--- config.mk ---
export PLATFORM = sky130hd
export DESIGN_NAME = x_pmcd_rel_seq
export DESIGN_NICKNAME = d
export VERILOG_FILES = /design/src/rtl/x_pmcd_rel_seq.sv
export SDC_FILE = /design/constraint.sdc
export NUM_CORES = 1
export LEC_CHECK = 0
export BUFFER_PORTS_ARGS = -buffer_cell sky130_fd_sc_hd__buf_4
export CORE_UTILIZATION = 27
export DETAILED_ROUTE_END_ITERATION = 12
export SLEW_MARGIN = 10
export SYNTH_ARGS = -nofsm -noshare
export SYNTH_HDL_FRONTEND = slang
export SYNTH_SLANG_ARGS = --single-unit
--- constraint.sdc ---
create_clock -name CLK -period 5.4 [get_ports CLK]
set_input_delay 0 -clock CLK [delete_from_list [all_inputs] [get_ports CLK]]
set_output_delay 0 -clock CLK [all_outputs]
set_load 0.02 [all_outputs]
--- src/rtl/x_pmcd_rel_seq.sv ---
// rtl/x_pmcd_rel_seq.sv - PMCD reset/release sequencer driven by DCM lock
// Option: PMCD_REL_SEQ_AUTO_REL_EN skips the REL_REQ wait and releases straight after the hold phase.
module x_pmcd_rel_seq #(
  parameter int LOCK_STABLE_CYCLES = 64,
  parameter int RST_HOLD_CYCLES    = 16,
  parameter int REL_WIDTH          = 2,
  parameter int CNT_WIDTH          = 8
) (
  input  logic       CLK,
  input  logic       RST,
  input  logic       LOCKED,
  input  logic       REL_REQ,
  input  logic       CLR_LOST,
  output logic       PMCD_RST,
  output logic       PMCD_REL,
  output logic       READY,
  output logic       LOCK_LOST,
  output logic [2:0] STATE
);

  localparam logic [2:0] S_RESET     = 3'd0;
  localparam logic [2:0] S_WAIT_LOCK = 3'd1;
  localparam logic [2:0] S_HOLD      = 3'd2;
  localparam logic [2:0] S_WAIT_REL  = 3'd3;
  localparam logic [2:0] S_REL       = 3'd4;
  localparam logic [2:0] S_RUN       = 3'd5;

  localparam logic [CNT_WIDTH-1:0] LOCK_LAST = CNT_WIDTH'(LOCK_STABLE_CYCLES - 1);
  localparam logic [CNT_WIDTH-1:0] HOLD_LAST = CNT_WIDTH'(RST_HOLD_CYCLES - 1);
  localparam logic [CNT_WIDTH-1:0] REL_LAST  = CNT_WIDTH'(REL_WIDTH - 1);

  logic                 lock_m;
  logic                 lock_s;
  logic [CNT_WIDTH-1:0] cnt;
  logic [CNT_WIDTH-1:0] cnt_nxt;
  logic [2:0]           state_nxt;
  logic                 lost_evt;

  always_comb begin
    state_nxt = STATE;
    cnt_nxt   = cnt;
    lost_evt  = 1'b0;
    case (STATE)
      S_RESET: begin
        state_nxt = S_WAIT_LOCK;
        cnt_nxt   = '0;
      end
      S_WAIT_LOCK: begin
        if (!lock_s) begin
          cnt_nxt = '0;
        end else if (cnt == LOCK_LAST) begin
          state_nxt = S_HOLD;
          cnt_nxt   = '0;
        end else begin
          cnt_nxt = cnt + 1'b1;
        end
      end
      S_HOLD: begin
        if (cnt == HOLD_LAST) begin
`ifdef PMCD_REL_SEQ_AUTO_REL_EN
          state_nxt = S_REL;
`else
          state_nxt = S_WAIT_REL;
`endif
          cnt_nxt   = '0;
        end else begin
          cnt_nxt = cnt + 1'b1;
        end
      end
      S_WAIT_REL: begin
        if (REL_REQ) begin
          state_nxt = S_REL;
          cnt_nxt   = '0;
        end
      end
      S_REL: begin
        // pulse width is owned by the counter; REL_REQ no longer matters here
        if (cnt == REL_LAST) begin
          state_nxt = S_RUN;
          cnt_nxt   = '0;
        end else begin
          cnt_nxt = cnt + 1'b1;
        end
      end
      S_RUN: begin
        state_nxt = S_RUN;
      end
      default: begin
        state_nxt = S_RESET;
        cnt_nxt   = '0;
      end
    endcase

    // lock loss overrides every transition computed above
    if (!lock_s && (STATE == S_HOLD || STATE == S_WAIT_REL || STATE == S_REL || STATE == S_RUN)) begin
      lost_evt  = 1'b1;
      state_nxt = S_WAIT_LOCK;
      cnt_nxt   = '0;
    end
  end

  always_ff @(posedge CLK) begin
    if (RST) begin
      lock_m    <= 1'b0;
      lock_s    <= 1'b0;
      STATE     <= S_RESET;
      cnt       <= '0;
      PMCD_RST  <= 1'b1;
      PMCD_REL  <= 1'b0;
      READY     <= 1'b0;
      LOCK_LOST <= 1'b0;
    end else begin
      lock_m    <= LOCKED;
      lock_s    <= lock_m;
      STATE     <= state_nxt;
      cnt       <= cnt_nxt;
      // outputs decode the next state so they flip on the same edge as STATE
      PMCD_RST  <= (state_nxt == S_RESET) || (state_nxt == S_WAIT_LOCK) || (state_nxt == S_HOLD);
      PMCD_REL  <= (state_nxt == S_REL);
      READY     <= (state_nxt == S_RUN);
      if (lost_evt) begin
        LOCK_LOST <= 1'b1;
      end else if (CLR_LOST) begin
        LOCK_LOST <= 1'b0;
      end
    end
  end

endmodule

* Word level (Yosys, flattened, before mapping)
Cells that the tools add are included.
** Word-level totals
- Register bits after elaboration :: 17
- Bits in latches :: 0
- Bits in writable memories :: 0
- ROM bits :: 0
- Bits of input ports :: 5
- Output and inout port bits :: 7
- Logic and storage cells :: 51
- Memories kept :: 0
** Operators by class
- Add/subtract/negate cells :: 1
- Multipliers :: 0
- Div/mod/pow operators :: 0
- Magnitude comparators :: 0
- Eq/ne operators :: 13
- Shift-type cells :: 0
- Mux-type cells :: 16
- Bitwise gates (word level) :: 1
- Reductions and logical operators :: 12
** Operator list (number)
- $mux W8 :: 5
- $pmux W8 S5 :: 1
- $mux W3 :: 6
- $pmux W3 S6 :: 1
- $eq A3 B3 Y1 const B :: 4
- $eq A3 B2 Y1 const B :: 3
- $add A8 B1 Y8 const B :: 1
- $eq A8 B1 Y1 const B :: 1
- $eq A8 B4 Y1 const B :: 1
- $eq A8 B6 Y1 const B :: 1
- $eq A3 B1 Y1 const B :: 2
- $logic_not A3 Y1 :: 2
- $logic_or A1 B1 Y1 :: 5
- $mux W1 :: 3
- $ne A2 B2 Y1 const B :: 1
- $reduce_and A2 Y1 :: 1
- $reduce_bool A2 Y1 :: 1
- $reduce_or A2 Y1 :: 1
- $logic_and A1 B1 Y1 :: 1
- $logic_not A1 Y1 :: 1
- $not A1 Y1 :: 1

* Longest topological paths before layout
Gate-level depths: netlist of run 1.
- Depth in word-level cells :: 9
- Mapped depth :: 6
- Gate-level depth less buffers :: 6

* Least setup slack after synthesis of run 1
Ideal clock, no wire load.
- Kind :: reg2reg
- Start :: register STATE[2]
- End :: register cnt[7]
- Setup time :: 0.070 ns
- Arrival :: 1.715 ns
- Data required time :: 5.330 ns
- Slack :: 3.615 ns
- Cell stages (with the launch flop) :: 6
- Path buffers :: 1
- Clock period less this slack :: 1.785 ns
- Path through :: dfxtp_1 -> and4bb_1 -> or2_1 -> buf_2 -> or4_1 -> a21oi_1
** On the way
- Longest elaborated chain between the ends :: 6
- Elaborated cells on any way between the ends :: 14
- Those cells by class :: eq/ne (6); mux (1); bitwise (1); reduce/logical (6)
** RTL lines
- start, declared :: line 18 : output logic [2:0] STATE
- start signal, assigned :: line 115 : STATE <= state_nxt;
- $eq A3 B2 Y1 :: line 43, 95
- $logic_or A1 B1 Y1 (3 in series) :: line 95 : if (!lock_s && (STATE == S_HOLD || STATE == S_WAIT_REL || STATE == S_REL || STATE == S_RUN)) begin
- $logic_and A1 B1 Y1 :: line 95
- $reduce_or A2 Y1 (no source line)
- end signal, assigned :: line 116 : cnt <= cnt_nxt;
- end, declared :: line 34 : logic [CNT_WIDTH-1:0] cnt;
Several ways; a longest one is shown, not always the timed one.
A chain may end at the register's enable or synchronous reset.

* Worst setup path after layout of run 1
- Start :: register cnt[0]
- End :: register cnt[3]
** On the way
- Longest elaborated chain between the ends :: 4
- Elaborated cells on any way between the ends :: 9
- Those cells by class :: add/sub (1); eq/ne (3); mux (5)
** RTL lines
- $add A8 B1 Y8 or $eq A8 B6 Y1 (tied branches)
- $mux W8 :: line 51 : end else if (cnt == LOCK_LAST) begin
- $mux W8 :: line 49 : if (!lock_s) begin
- $pmux W8 S5 * :: line 43 : case (STATE)
Every way passes the cells marked *; elsewhere a longest branch is shown, timed or not.

==> results.json, run 1 <==
{
  "io_pins": 12,
  "grt_pass1_wl_um": 3767,
  "crit_type": "reg2reg",
  "fin_nets": 133,
  "place_area_um2": 1086,
  "combPwrFrac_pct": 6.4,
  "tightest_slew_ps": 646.8,
  "areaGrowthSynthToFinish_pct": 19.30,
  "avgSynthCellArea_um2": 8.702,
  "cts_resized": 0,
  "vias_per_cell": 5.339,
  "hold_path_class": "in2reg",
  "numPortBuffers": 11,
  "critPathRequiredTime_ps": 5570,
  "power_frac_seq_pct": 61.1,
  "initial_core_util_pct": 28.50,
  "timing.fmax_ghz": 0.4688,
  "p_sw_mw": 0.04834,
  "rsz0062_at_grt": "no",
  "synth_area_leader_cell": "dfxtp_1",
  "core_um2": 3390,
  "synthesis.nets": 118,
  "clk_latency_ps": 290,
  "grt_util_all_layers_pct": 13.59,
  "finalHoldViolCount": 0,
  "start_kind": "flip-flop",
  "post-cts-setup-buffers": 0,
  "seq_area_frac_synth_pct": 35.23,
  "wire_per_inst_um": 13.27,
  "status": "finished, final reports clean",
  "p_int_mw": 0.1627,
  "synth_area_leaders": "dfxtp_1, a21oi_1, xnor2_1, nor4_1, nand2_1",
  "n_antenna_cell": 0,
  "skew_ps": 2.884,
  "netlist.area_leader.share_pct": 35.23,
  "switching_share_pct": 22.91,
  "cts_root_buf": "clkbuf_4",
  "die_h_um": 61.81,
  "first_iter_violations": 41,
  "fin_crit_ps": 2133,
  "power_density_nw_per_um2": 183.1,
  "numCtsBuffers": 3,
  "synth.distinct_cells": 46,
  "end_kind": "flip-flop",
  "cts.hold.buffers_added": 4,
  "max_stage_delay_ps": 540,
  "antenna_left": 0,
  "stdcell_area_um2": 1152,
  "wl_um": 2269,
  "period_share_pct": 39.50,
  "antenna_found_initial": 0,
  "p_leak_nw": 0.4183,
  "syn_area_um2": 965.9,
  "setup_viol": 0,
  "cts_tree": "yes",
  "drcViolationCount": 0,
  "synth_cells": 111,
  "ys_async_sr_fraction_pct": 0,
  "cts_num_sinks": 17,
  "die_area_um2": 3820,
  "htreeDepth": 1,
  "detail_route.first_pass.iterations": 4,
  "synth_edf_count": 0,
  "yosys_warnings": 0,
  "grt_pass1_vias": 792,
  "ys_ff_latch": 17,
  "die_x_um": 61.81,
  "clkSlewWorstSetupHoldPaths_ps": 100,
  "maxSlewViolCount": 0,
  "maxCapViolCount": 0,
  "cpMaxStageDelayCell": "o41ai_2",
  "ctsLongestPathBuffers": 2,
  "yosys_most_used_dff": "dfxtp_1",
  "cp_data_arrival_time_ps": 2300,
  "gr-total-overflow": 0,
  "via_count": 913,
  "hpwl_um": 1712,
  "clkPwrFrac_pct": 32.5,
  "ir_drop_mv": 0.1012,
  "slew_headroom_pct": 56.48,
  "path_max_fanout": 7,
  "crit_chain": "ha_1 -> nor3b_1 -> a21oi_1 -> o41ai_2 -> nor2_1",
  "grt_max_degree": 18,
  "tns_ps": 0,
  "rows": 21,
  "gp_congestion": 0.8243,
  "drive_gt1_share_pct": 12.80
}
-- cell usage after synthesis, types with 2 or more instances --
master    count
nand2b_1      2
a31oi_1       2
nor4_1        5
nand2_1       8
dfxtp_1      17
nor2_1        5
clkbuf_1      3
ha_1          2
nor2b_1       3
or4_1         2
xnor2_1       5
inv_1         7
nor3b_1       2
and4_1        2
a21oi_1       9
nand3_1       5
a311oi_1      2
o211a_1       2
-- through the flow --
step / std cells / power, mW / setup WS, ps / hold WS, ps / util, %
floorplan: 111 / 0.1377 / 3615 / 69.07 / -
global placement: 163 / 0.1429 / 3285 / 211.2 / 32.04
detailed placement: 163 / 0.1431 / 3314 / 219.0 / 32.04
CTS: 171 / 0.2125 / 3309 / 81.34 / 34.00
global route: 171 / 0.2188 / 3080 / 114.0 / 34.00
finish: 171 / 0.2110 / 3267 / 84.62 / 34.00
-- area by class of cell --
type,count,area [µm²]
Inverter,7,26.28
Tap cell,46,57.56
Sequential cell,17,340.3
Fill cell,343,2237
Multi-Input combinational cell,82,579.3
Timing Repair Buffer,15,122.6
Clock buffer,4,26.28
-- sequential cells by signal, indices dropped and copies added (netlist names) --
name,flops
LOCK_LOST,1
READY,1
STATE,3
PMCD_REL,1
lock_m,1
PMCD_RST,1
cnt,8
lock_s,1
-- final timing paths --
| path | from | endpoint | slack [ps] | depth (start not counted) |
|---|---|---|---|---|
| setup reg to reg | cnt[0] | cnt[3] | 3270 | 5 |
| hold reg to reg | lock_m | lock_s | 460 | 1 |
| hold / removal | REL_REQ | STATE[1] | 80 | 4 |
| setup / recovery | cnt[0] | cnt[3] | 3270 | 5 |
-- power by group through the flow --
stage	Sequential (mW)	Combinational, mW	Clock (mW)
floorplan	0.131	0.00669	0
global placement	0.132	0.0111	0
detailed placement	0.132	0.0112	0
CTS	0.129	0.0135	0.0700
global route	0.129	0.0146	0.0749
finish	0.129	0.0135	0.0686
-- critical path, delay by kind of cell (launching register included) --
family / cells / cell delay, ps
fa+ha+maj: 1 / 340
flops: 1 / 420
simple gates: 2 / 520
compound gates: 2 / 750
-- logic make-up (layout without fill, tap and decap cells) --
group	Yosys count	count (layout)	share of synthesized area, %
AO/OA/AOI/OAI	31	31	24.48
XOR/XNOR	6	6	5.440
adder cells (fa/ha/maj)	2	2	2.590
buffers and inverters	12	26	4.792
flip-flops	17	17	35.23
AND/OR/NAND/NOR	43	43	27.46
-- layout by cell type, fill, tap and decap left out, drive strengths merged, types with 2 or more instances in the layout --
master	count
nand2	8
inv	7
a311oi	2
dfxtp	17
dlygate4sd3	4
nor2	5
buf	11
nand2b	2
clkbuf	4
nor3b	2
nor2b	3
nand3	5
xnor2	5
ha	2
nor4	5
a31oi	2
or4	2
and4	2
o211a	2
a21oi	9
-- metal layers --
| layer | global-route usage [%] | wire length [µm] | up-vias |
|---|---|---|---|
| met2 | 21.97 | 1009 | 37 |
| met3 | 3.934 | 134 | 2 |
| met1 | 18.43 | 1105 | 423 |
| met4 | 1.905 | 19 | 0 |
| li1 | - | - | 451 |
| met5 | 0 | 0 | - |
(Power assumes the default switching activity.)
==> run 2, diff against run 1 <==
==> constraint.sdc (replaced) <==
create_clock -name CLK -period 1.75 [get_ports CLK]
set_input_delay 0 -clock CLK [delete_from_list [all_inputs] [get_ports CLK]]
set_output_delay 0 -clock CLK [all_outputs]
set_load 0.02 [all_outputs]
==> results.json, run 2 (synthesis gave the netlist of run 1 again) <==
{
  "initial_core_util_pct": 28.50,
  "via_count": 978,
  "antenna_left": 0,
  "numCtsBuffers": 3,
  "cp_data_arrival_time_ps": 1900,
  "worstSetupStartpoint": "cnt[4]",
  "stdcell_area_um2": 1370,
  "ctsLongestPathBuffers": 2,
  "n_antenna_cell": 0,
  "hold_path_class": "in2reg",
  "ff2ff_path_depth": 4,
  "grt_util_all_layers_pct": 14.79,
  "p_leak_nw": 0.5169,
  "path_max_fanout": 5,
  "largest_register_ff_count": 8,
  "setup_viol": 0,
  "die_h_um": 61.81,
  "wire_per_inst_um": 14.32,
  "power_density_nw_per_um2": 485.7,
  "period_share_pct": 97.49,
  "cpMaxStageDelayCell": "or4_4",
  "met3_length_um": 145,
  "grt_max_degree": 16,
  "core_um2": 3390,
  "rr_startpoint": "cnt[4]",
  "htreeDepth": 1,
  "final_common_cell": "buf_4",
  "cts_tree": "yes",
  "place_area_um2": 1201,
  "reg2reg_slack_ps": 40,
  "timing.fmax_ghz": 0.5861,
  "cts_root_buf": "clkbuf_4",
  "worstSetupEndpoint": "PMCD_REL",
  "maxCapViolCount": 0,
  "fin_crit_ps": 1706,
  "drcViolationCount": 0,
  "max_stage_delay_ps": 560,
  "cts_num_sinks": 17,
  "areaGrowthSynthToFinish_pct": 41.84,
  "detail_route.first_pass.iterations": 4,
  "start_kind": "flip-flop",
  "numPortBuffers": 11,
  "die_area_um2": 3820,
  "die_x_um": 61.81,
  "final_cells": 187,
  "finalHoldViolCount": 0,
  "slew_headroom_pct": 63.63,
  "critPathRequiredTime_ps": 1950,
  "tightest_slew_ps": 543.5,
  "wl_um": 2677,
  "rsz0062_at_grt": "yes",
  "grt_pass1_vias": 909,
  "io_pins": 12,
  "place_inst": 178,
  "ff_latch_area_um2": 347.8,
  "vias_per_cell": 5.230,
  "critPathTopFamily": "simple AND/OR/NAND/NOR gates",
  "status": "finished, final reports clean",
  "r2r_end": "PMCD_REL",
  "mostFrequentLayoutCells": "buf_4, dfxtp_1, a21oi_1, nand2_1, inv_1",
  "crit_type": "reg2reg",
  "min_path_cells": 4,
  "fin_nets": 149,
  "crit_chain": "or4_4 -> o31a_1 -> o21a_1 -> and3_1",
  "end_kind": "flip-flop",
  "clk_latency_ps": 290,
  "path_depth": 4,
  "highest_layer": "met4",
  "wl_met2_um": 1287,
  "grt_pass1_wl_um": 4181,
  "gp_congestion": 0.8591,
  "gr-total-overflow": 0,
  "nFillCells": 339,
  "drive_gt1_share_pct": 36.17,
  "skew_ps": 4.196,
  "worst-path-buf-inv": 0,
  "ir_drop_mv": 0.3324,
  "fin_util_pct": 40.42,
  "hpwl_um": 1844,
  "m1WireLength_um": 1234,
  "maxSlewViolCount": 0,
  "rows": 21,
  "first_iter_violations": 37,
  "largest-register": "cnt",
  "antenna_found_initial": 0,
  "reg.largest.list": "cnt: 8 flops, STATE: 3 flops",
  "multi_input_area_um2": 669.4,
  "clkSlewWorstSetupHoldPaths_ps": 100,
  "total_power_mw": 0.6654
}
==> run 2: cell types whose count changed in the layout (fill, tap and decap cells not counted), sizes merged <==
cell,delta
buf,+16
==> run 2: worst min-delay path by stage <==
stage          startpoint         to
2_1_floorplan         RST  LOCK_LOST
6_report          REL_REQ   STATE[1]
5_1_grt           REL_REQ   STATE[1]
3_3_place_gp       LOCKED     lock_m
4_1_cts           REL_REQ   STATE[1]
3_5_place_dp       LOCKED     lock_m
==> run 2: layout make-up <==
class                      instances  share of cell area [%]
multi-input combinational         82                   48.86
sequential                        17                   25.39
timing repair buffer              31                   17.72
tap                               46                   4.201
clock buffer                       4                   1.918
inverter                           7                   1.918
==> run 2: timing repair <==
| action | CTS | global route |
|---|---|---|
| setup endpoints to repair | 4 | 12 |
| gates resized for setup | 2 | 17 |
| hold buffers | 4 | 0 |
| setup buffers | 0 | 1 |
| hold endpoints to repair | 5 | 0 |
| pin swaps | 0 | 6 |
==> run 2: worst reg2reg max path: cells and delay by family (launching register included) <==
kind               cells  cell delay (ps)
AOI/OAI and AO/OA      2              520
DFF                    1              360
and+or+nand+nor        2              730
==> run 2: power breakdown <==
part / internal, mW / leakage, nW / switching (mW)
logic: 0.0278 / 0.361 / 0.0274
clock network: 0.0888 / 0.0150 / 0.127
registers: 0.391 / 0.141 / 0.00302
total: 0.507 / 0.517 / 0.158
==> run 2: layer usage <==
layer  global-route usage (%)  vias to the layer above
met4                    4.444                        0
met3                    4.348                        3
li1                         -                      483
met5                        0                        -
met2                    22.73                       29
met1                    20.00                      463
==> run 2: per-stage QoR <==
step                setup slack [ps]  hold slack (ps)  setup TNS [ps]
finish                         43.85            78.19               0
floorplan                      13.37            69.07               0
CTS                            4.455            67.05               0
detailed placement            -4.466            222.4          -4.466
global route                  -74.96            89.33          -228.9
global placement               19.01            215.3               0
==> run 3, diff against run 2 <==
--- a/config.mk
+++ b/config.mk
@@ -5,6 +5,7 @@
 export SDC_FILE = /design/constraint.sdc
 export NUM_CORES = 1
 export LEC_CHECK = 0
+export ABC_AREA = 1
 export BUFFER_PORTS_ARGS = -buffer_cell sky130_fd_sc_hd__buf_4
 export CORE_UTILIZATION = 27
 export DETAILED_ROUTE_END_ITERATION = 12
==> results.json, run 3 <==
{
  "tightest_slew_ps": 353.3,
  "hold_slack_ps": 117.3,
  "slew_headroom_pct": 76.45,
  "grt_pass1_vias": 804,
  "combPwrFrac_pct": 7.8,
  "drive_gt1_share_pct": 18.79,
  "synthMuxAreaShare_pct": 0,
  "reg.largest.list": "cnt: 8 flops, STATE: 3 flops",
  "ys_async_sr_fraction_pct": 0,
  "synth_area_leaders": "dfxtp_1, nand2_1, nor2_1, inv_1, nand3_1",
  "synthesis.nets": 137,
  "die_area_um2": 3509,
  "p_sw_mw": 0.1469,
  "timing.fmax_ghz": 0.6231,
  "cts_tree": "yes",
  "first_iter_violations": 16,
  "synth_edf_count": 0,
  "clkSlewWorstSetupHoldPaths_ps": 100,
  "fin_crit_ps": 1605,
  "min_path_cells": 5,
  "post-cts-setup-buffers": 0,
  "gr-total-overflow": 0,
  "antenna_found_initial": 0,
  "initial_core_util_pct": 28.74,
  "cp_data_arrival_time_ps": 1780,
  "wire_per_inst_um": 9.202,
  "wl_um": 1776,
  "avgSynthCellArea_um2": 6.805,
  "drcViolationCount": 0,
  "synth-adder-area-share_pct": 2.829,
  "worst-path-buf-inv": 0,
  "final_cells": 193,
  "p_int_mw": 0.5041,
  "path_max_fanout": 6,
  "synth.distinct_cells": 23,
  "synth_compound_area_share_pct": 9.335,
  "antenna_left": 0,
  "synth_cells": 130,
  "switching_share_pct": 22.57,
  "seq_area_frac_synth_pct": 38.47,
  "power_density_nw_per_um2": 596.7,
  "areaGrowthSynthToFinish_pct": 23.34,
  "numCtsBuffers": 3,
  "netlist.area_leader.share_pct": 38.47,
  "tns_ps": 0,
  "finalHoldViolCount": 0,
  "largest-register": "cnt",
  "syn_area_um2": 884.6,
  "synth-simple-area-share_pct": 38.90,
  "numPortBuffers": 11,
  "grt_util_all_layers_pct": 11.68,
  "setup_viol": 0,
  "ys_ff_latch": 17,
  "path_depth": 8,
  "period_share_pct": 91.70,
  "n_antenna_cell": 0,
  "yosys_most_used_dff": "dfxtp_1",
  "fin_nets": 157,
  "total_power_mw": 0.6510,
  "yosys_warnings": 0,
  "end_kind": "flip-flop",
  "skew_ps": 3.963,
  "cts_root_buf": "clkbuf_4",
  "ff2ff_path_depth": 8,
  "hold_path_class": "in2reg",
  "synth_area_leader_cell": "dfxtp_1",
  "crit_chain": "ha_2 -> nand3_2 -> nor2_2 -> nand2_1 -> nand2_1 -> nand3_2 -> o21ai_2 -> nor2_1",
  "ir_drop_mv": 0.4013,
  "grt_pass1_wl_um": 3194,
  "cpMaxStageDelayCell": "dfxtp_1",
  "synth_top_family_by_area": "simple AND/OR/NAND/NOR gates",
  "rows": 20,
  "htreeDepth": 1,
  "io_pins": 12,
  "largest_register_ff_count": 8,
  "cts_num_sinks": 17,
  "rsz0062_at_grt": "no",
  "ctsLongestPathBuffers": 2,
  "grt_max_degree": 11,
  "via_count": 833,
  "maxSlewViolCount": 0,
  "clk_latency_ps": 280,
  "mostFrequentLayoutCells": "nand2_1, nor2_1, dfxtp_1, inv_1, buf_4",
  "crit_type": "reg2reg",
  "synth-xor-area-share_pct": 1.980,
  "critPathTopFamily": "simple AND/OR/NAND/NOR gates",
  "fin_util_pct": 35.45,
  "hpwl_um": 1413,
  "p_leak_nw": 0.4915,
  "synth.top_cells.by_count": "nand2_1, nor2_1, dfxtp_1, inv_1, nand3_1",
  "vias_per_cell": 4.316,
  "die_x_um": 59.24,
  "clkPwrFrac_pct": 31.3,
  "maxCapViolCount": 0,
  "status": "finished, final reports clean",
  "detail_route.first_pass.iterations": 4,
  "place_inst": 185,
  "core_um2": 3078,
  "yosysMostFrequentCell": "nand2_1",
  "max_stage_delay_ps": 440,
  "critPathRequiredTime_ps": 1930,
  "die_h_um": 59.24,
  "start_kind": "flip-flop",
  "final_common_cell": "nand2_1",
  "gp_congestion": 0.8112,
  "power_frac_seq_pct": 61.0
}
## run 3: cell types whose count changed in the layout (fill, tap and decap cells not counted), sizes merged, moves of 3 or more
cell	change
nand2	+23
nor2	+23
buf	-16
inv	+12
nand3	+7
nor4	-5
o21ai	+5
xnor2	-5
a21oi	-3
nor2b	-3
## run 3: final timing paths
path | startpoint | endpoint | slack [ps]
min reg2reg | lock_m | lock_s | 410
max | cnt[0] | cnt[5] | 150
max reg2reg | cnt[0] | cnt[5] | 150
min | REL_REQ | STATE[2] | 120
## run 3: kinds of logic after synthesis
family / Yosys count
AOI/OAI and AO/OA: 14
xor gates and xnor gates: 2
adders and majority gates: 2
buffers and inverters: 20
DFF: 17
and+or+nand+nor: 75
## run 3: power by group through the flow
stage | combinational [mW] | sequential (mW) | clock, mW
floorplan | 0.0240 | 0.407 | 0
global placement | 0.0433 | 0.406 | 0
detailed placement | 0.0444 | 0.406 | 0
CTS | 0.0514 | 0.397 | 0.212
global route | 0.0566 | 0.398 | 0.232
finish | 0.0505 | 0.397 | 0.204
## run 3: worst reg2reg max path: cells and delay by family, from the launching register on
| family | cells | cell delay (ps) |
|---|---|---|
| simple gates | 6 | 620 |
| compound gates | 1 | 200 |
| fa+ha+maj | 1 | 260 |
| flops | 1 | 440 |
## run 3: what timing repair did
action                                  in CTS  in global routing
endpoints found under the setup margin       0                  2
hold buffers                                 4                  0
resized for setup                            0                  1
endpoints found under the hold margin        5                  0
## run 3: final cells by class
type | instances | area [µm²]
fill | 329 | 1987
multi-input combinational | 93 | 471.7
sequential | 17 | 340.3
timing repair buffer | 15 | 122.6
inverter | 20 | 75.07
tap | 44 | 55.05
clock buffer | 4 | 26.28
## run 3: metrics by stage
stage,worst slack [ps],cell area [µm²]
floorplan,333.7,884.6
global placement,218.8,1022
detailed placement,139.9,1022
CTS,115.5,1089
global route,15.03,1091
finish,145.2,1091
## run 3: layer usage
metal / global-route usage (%) / up-vias / wire length (µm)
li1: - / 446 / -
met1: 14.61 / 371 / 828
met2: 20.87 / 14 / 873
met3: 1.965 / 2 / 59
met4: 2.381 / 0 / 14
met5: 0 / - / 0
